**src/rtl/button_event_decoder_pkg.sv**
```systemverilog
// rtl/button_event_decoder_pkg.sv - shared timing defaults and FSM state type for the button event decoder
package button_event_decoder_pkg;

  localparam int unsigned LONG_CYCLES_DEFAULT = 12_500_000;
  localparam int unsigned GAP_CYCLES_DEFAULT  = 6_250_000;
  localparam int unsigned LONG_CYCLES_SIM     = 8;
  localparam int unsigned GAP_CYCLES_SIM      = 6;
  localparam int unsigned CNT_W_DEFAULT       = 8;

  typedef enum logic [2:0] {
    ST_IDLE      = 3'd0,
    ST_PRESSED   = 3'd1,
    ST_LONG_HELD = 3'd2,
    ST_WAIT_GAP  = 3'd3,
    ST_PRESS2    = 3'd4
  } state_e;

  function automatic int unsigned max_u(input int unsigned a, input int unsigned b);
    return (a > b) ? a : b;
  endfunction

endpackage

```
**src/rtl/button_event_decoder_edge_detect.sv**
```systemverilog
// rtl/button_event_decoder_edge_detect.sv - one-register rise/fall detector for an already-synchronous level
module edge_detect (
  input  logic i_clk,
  input  logic i_rst,
  input  logic i_level,
  output logic o_rise,
  output logic o_fall,
  output logic o_level
);

  logic prev_q;

  always_ff @(posedge i_clk or posedge i_rst) begin
    if (i_rst) begin
      prev_q <= 1'b0;
    end else begin
      prev_q <= i_level;
    end
  end

  assign o_rise  = i_level & ~prev_q;
  assign o_fall  = ~i_level & prev_q;
  assign o_level = prev_q;

endmodule

```
**src/rtl/button_event_decoder.sv**
```systemverilog
// rtl/button_event_decoder.sv - classifies debounced presses into short/long/double pulses and counts presses
module button_event_decoder
  import button_event_decoder_pkg::*;
#(
  parameter int unsigned LONG_CYCLES = LONG_CYCLES_DEFAULT,
  parameter int unsigned GAP_CYCLES  = GAP_CYCLES_DEFAULT,
  parameter int unsigned CNT_W       = CNT_W_DEFAULT
) (
  input  logic             i_clk,
  input  logic             i_rst,
  input  logic             i_clean,
  output logic             o_pressed,
  output logic             o_short,
  output logic             o_long,
  output logic             o_double,
  output logic [CNT_W-1:0] o_press_count
);

  localparam int unsigned TW = $clog2(max_u(LONG_CYCLES, GAP_CYCLES) + 1);
  localparam logic [TW-1:0] LONG_LAST = TW'(LONG_CYCLES - 1);
  localparam logic [TW-1:0] GAP_LAST  = TW'(GAP_CYCLES - 1);
  localparam logic [TW-1:0] TIMER_MAX = '1;

  logic rise;
  logic fall;
  logic level;

  state_e           state_q, state_d;
  logic [TW-1:0]    timer_q, timer_d;
  logic             short_q, short_d;
  logic             long_q, long_d;
  logic             double_q, double_d;
  logic [CNT_W-1:0] count_q, count_d;

  edge_detect u_edge (
    .i_clk   (i_clk),
    .i_rst   (i_rst),
    .i_level (i_clean),
    .o_rise  (rise),
    .o_fall  (fall),
    .o_level (level)
  );

  // Release beats long-expiry and re-press beats gap-expiry when both land on the same edge.
  always_comb begin
    state_d  = state_q;
    short_d  = 1'b0;
    long_d   = 1'b0;
    double_d = 1'b0;
    count_d  = count_q;

    case (state_q)
      ST_IDLE: begin
        if (rise) state_d = ST_PRESSED;
      end
      ST_PRESSED: begin
        if (fall) begin
          state_d = ST_WAIT_GAP;
        end else if (timer_q == LONG_LAST) begin
          state_d = ST_LONG_HELD;
          long_d  = 1'b1;
        end
      end
      ST_LONG_HELD: begin
        if (fall) state_d = ST_IDLE;
      end
      ST_WAIT_GAP: begin
        if (rise) begin
          state_d = ST_PRESS2;
        end else if (timer_q == GAP_LAST) begin
          state_d = ST_IDLE;
          short_d = 1'b1;
        end
      end
      ST_PRESS2: begin
        if (fall) begin
          state_d  = ST_IDLE;
          double_d = 1'b1;
        end
      end
      default: state_d = ST_IDLE;
    endcase

    if (state_d != state_q) begin
      timer_d = '0;
    end else if (timer_q == TIMER_MAX) begin
      timer_d = timer_q;
    end else begin
      timer_d = timer_q + TW'(1);
    end

    if (rise) count_d = count_q + CNT_W'(1);
  end

  always_ff @(posedge i_clk or posedge i_rst) begin
    if (i_rst) begin
      state_q  <= ST_IDLE;
      timer_q  <= '0;
      short_q  <= 1'b0;
      long_q   <= 1'b0;
      double_q <= 1'b0;
      count_q  <= '0;
    end else begin
      state_q  <= state_d;
      timer_q  <= timer_d;
      short_q  <= short_d;
      long_q   <= long_d;
      double_q <= double_d;
      count_q  <= count_d;
    end
  end

  assign o_pressed     = level;
  assign o_short       = short_q;
  assign o_long        = long_q;
  assign o_double      = double_q;
  assign o_press_count = count_q;

endmodule

```
**config.mk**
```make
export PLATFORM = sky130hd
export DESIGN_NAME = button_event_decoder
export DESIGN_NICKNAME = d
export VERILOG_FILES = /design/src/rtl/button_event_decoder_pkg.sv /design/src/rtl/button_event_decoder_edge_detect.sv /design/src/rtl/button_event_decoder.sv
export SDC_FILE = /design/constraint.sdc
export NUM_CORES = 1
export LEC_CHECK = 0
export ABC_AREA = 1
export CAP_MARGIN = 20
export CORE_UTILIZATION = 30
export DETAILED_ROUTE_END_ITERATION = 10
export PLACE_DENSITY = 0.57
export SYNTH_ARGS = -nofsm -noshare
export SYNTH_HDL_FRONTEND = slang
export SYNTH_SLANG_ARGS = --single-unit
```
**constraint.sdc**
```tcl
create_clock -name i_clk -period 2.2 [get_ports i_clk]
set_input_delay 0.33 -clock i_clk [delete_from_list [all_inputs] [get_ports i_clk]]
set_output_delay 0.33 -clock i_clk [all_outputs]
set_load 0.02 [all_outputs]
```
==> impl_metrics.json <==
{
  "status": "complete, no violations",
  "layout.nets": 290,
  "setup_slack_ps": 204,
  "finalSetupViolCount": 0,
  "grt_antenna_before_repair": 0,
  "period_needed_ps": 2000,
  "fp.dieW_um": 87.1,
  "cp_top_family": "simple AND/OR/NAND/NOR gates",
  "die_h_um": 87.1,
  "end_kind": "flop",
  "yosys.cell_types.count": 27,
  "yosys.area_share.simple": 0.344,
  "yosysSeqAreaShare": 0.449,
  "post_dp_cell_area_um2": 2430,
  "pre_cts_ws_ps": 199,
  "cts-root-buf": "clkbuf_8",
  "stdcell_area_um2": 2520,
  "die_area_um2": 7590,
  "path_max_fanout": 15,
  "cts-resized-gates": 0,
  "intPower_w": 0.00134,
  "synth_mux_area_frac": 0.00518,
  "critPathMaxStageDelay_ps": 370,
  "cts_inserted_buffers": 5,
  "dp_hpwl_um": 3020,
  "clock_skew_ps": 5.49,
  "regToRegStartpoint": "timer_q[1]",
  "synth-seq-cells": 39,
  "route.detailed.drc": 0,
  "synth_xor_area_frac": 0.0806,
  "irDropWorstVdd_mv": 0.441,
  "gr-usage-all-layers": 0.127,
  "antenna_cells": 0,
  "start_kind": "flop",
  "drtIter0Drc": 114,
  "slew_violations": 0,
  "drt_first_pass_iters": 4,
  "critical_path_arrival_ps": 2180,
  "gp_congestion": 0.815,
  "final_layout_size_suffix_gt1_frac": 0.144,
  "clk_pin_slew_worst_paths_ps": 80,
  "fin_cells": 381,
  "vias": 1646,
  "tns_ps": 0,
  "start_util": 0.315,
  "grt_max_degree": 40,
  "avgSynthCellArea_um2": 8.23,
  "grt_pass1_wl_um": 7300,
  "rsz0062_at_grt": "no",
  "final_antenna_net_count": 0,
  "synth_top_family_by_area": "simple AND/OR/NAND/NOR gates",
  "cp.required_ps": 2380,
  "min_path_type": "in -> async",
  "syn_area_um2": 2170,
  "cts.sinks": 39,
  "yosys_warnings": 0,
  "dp_cells": 374,
  "cp_slowest_cell": "dfrtp_1",
  "placement.io_buffers": 14,
  "hold_viol_final": 0,
  "p_leak_nw": 1.08,
  "cts_tree": "done",
  "viasPerCell": 4.32,
  "cap_violations": 0,
  "ctsLongestPathBuffers": 2,
  "syn2layout_area_growth_pct": 16.1,
  "startpoint": "timer_q[1]",
  "fin_crit_sh": 0.907,
  "p_switching_w": 0.000806,
  "fmax_ghz": 0.501,
  "postCtsSetupBuffers": 0,
  "grt_pass1_vias": 1517,
  "p_comb_frac": 0.347,
  "worst_pin_slew_ps": 491,
  "criticalPathCategory": "reg -> reg",
  "relSlewSlack": 0.673,
  "power.density_nw_per_um2": 852,
  "netlist_instances": 264,
  "crit_buf_inv": 0,
  "cp_cell_sequence": "ha_1, nand2_1, nor2_1, nand2_1, nor2_4, nand3_4, nand4_1, xor2_1, nor2_4",
  "synth_compound_area_frac": 0.0357,
  "hold_buffers": 0,
  "synth_fa_ha_area_frac": 0.0115,
  "h-tree-depth": 2,
  "clockPowerShare": 0.231,
  "sw_frac_of_total": 0.375,
  "wl_per_cell_um": 10.9,
  "num_rows": 30,
  "power_frac_seq": 0.421,
  "grt_remaining_overflow": 0,
  "fin_util": 0.365,
  "core_um2": 6910,
  "clk_latency_ps": 290,
  "ios": 15,
  "syn_nets": 269,
  "totalWireLength_um": 4150
}
placed cells by master (no fill, tap or decap), drive strengths merged:
| cell type | instances |
|---|---|
| nor2 | 57 |
| nand2 | 51 |
| dfrtp | 39 |
| inv | 34 |
| nand3 | 20 |
| clkdlybuf4s50 | 14 |
| xor2 | 13 |
| nand4 | 10 |
| nor3 | 9 |
| xnor2 | 7 |
| o21ai | 6 |
| clkbuf | 6 |
| a21oi | 6 |
| buf | 3 |
| nor4 | 2 |
| ha | 2 |
| mux2 | 1 |
| or4 | 1 |
| o22ai | 1 |
| nand2b | 1 |
| o21bai | 1 |
| clkinv | 1 |
final cells by class:
| cell class | instances | area, µm² |
|---|---|---|
| multi-input cells | 188 | 1040 |
| flip-flops and latches | 39 | 976 |
| fillers | 727 | 4380 |
| clock inverters | 1 | 5.00 |
| clock buffers | 6 | 82.6 |
| well taps | 96 | 120 |
| repair buffers | 17 | 175 |
| inverters | 34 | 128 |
per-layer routing:
metal / share of wire / vias up / track usage
met5: 0 / - / 0
met2: 0.44 / 18 / 0.187
li1: - / 879 / -
met4: 0.024 / 0 / 0.0626
met3: 0.022 / 5 / 0.0284
met1: 0.51 / 744 / 0.174
synth_stat cells:
| library cell | instances | area share |
|---|---|---|
| nand2_1 | 51 | 0.088 |
| dfrtp_1 | 39 | 0.45 |
| nor2_1 | 35 | 0.060 |
| inv_1 | 33 | 0.057 |
| nor2_2 | 19 | 0.055 |
| nand3_1 | 17 | 0.039 |
| xor2_1 | 13 | 0.052 |
| nand4_1 | 9 | 0.026 |
| nor3_1 | 8 | 0.018 |
| xnor2_1 | 7 | 0.028 |
| o21ai_0 | 6 | 0.014 |
| a21oi_1 | 5 | 0.012 |
| buf_6 | 3 | 0.016 |
| nor2_4 | 3 | 0.016 |
| ha_1 | 2 | 0.012 |
| nand3_2 | 2 | 0.0092 |
| nor4_1 | 2 | 0.0058 |
| a21oi_2 | 1 | 0.0040 |
| inv_2 | 1 | 0.0017 |
| mux2_2 | 1 | 0.0052 |
| nand2b_1 | 1 | 0.0029 |
| nand3_4 | 1 | 0.0081 |
| nand4_2 | 1 | 0.0058 |
| nor3_2 | 1 | 0.0046 |
| o21bai_1 | 1 | 0.0035 |
| o22ai_1 | 1 | 0.0029 |
| or4_4 | 1 | 0.0052 |
worst paths after layout:
path	to	slack, ps	cells after the start
worst min register to register	o_press_count[7]	470	1
min in group i_clk	o_press_count[7]	470	1
worst max register to register	timer_q[17]	200	9
worst min-delay path	timer_q[4]	460	3
max in group asynchronous	u_edge.o_level	1400	3
worst max-delay path	timer_q[17]	200	9
flip-flops by register name, indices dropped and copies added (netlist names):
name / flops
timer_q: 24
state_q: 3
o_long: 1
o_press_count: 8
o_double: 1
u_edge.o_level: 1
o_short: 1
kinds of logic (layout without fill, tap and decap cells):
group	after synthesis	after routing
simple gates	151	151
flops	39	39
buf+inv	37	58
xor+xnor	20	20
compound gates	14	14
fa+ha+maj	2	2
mux	1	1
tightest hold or removal path: stages:
cell             delay, ps
clkdlybuf4s50_1        400
inv_1                   50
buf_4                  420
per-stage QoR:
stage	total power (W)	hold slack [ps]
2_1_floorplan	0.00145	361
3_3_place_gp	0.00167	460
3_5_place_dp	0.00168	466
4_1_cts	0.00218	475
5_1_grt	0.00230	495
6_report	0.00215	456
power by group through the flow:
stage / registers, W / clock network (W) / logic, W
6_report: 0.000906 / 0.000497 / 0.000747
3_3_place_gp: 0.000918 / 0 / 0.000753
3_5_place_dp: 0.000920 / 0 / 0.000758
5_1_grt: 0.000923 / 0.000548 / 0.000834
2_1_floorplan: 0.000972 / 0 / 0.000475
4_1_cts: 0.000907 / 0.000518 / 0.000759
Power figures use the tool's default switching activity.
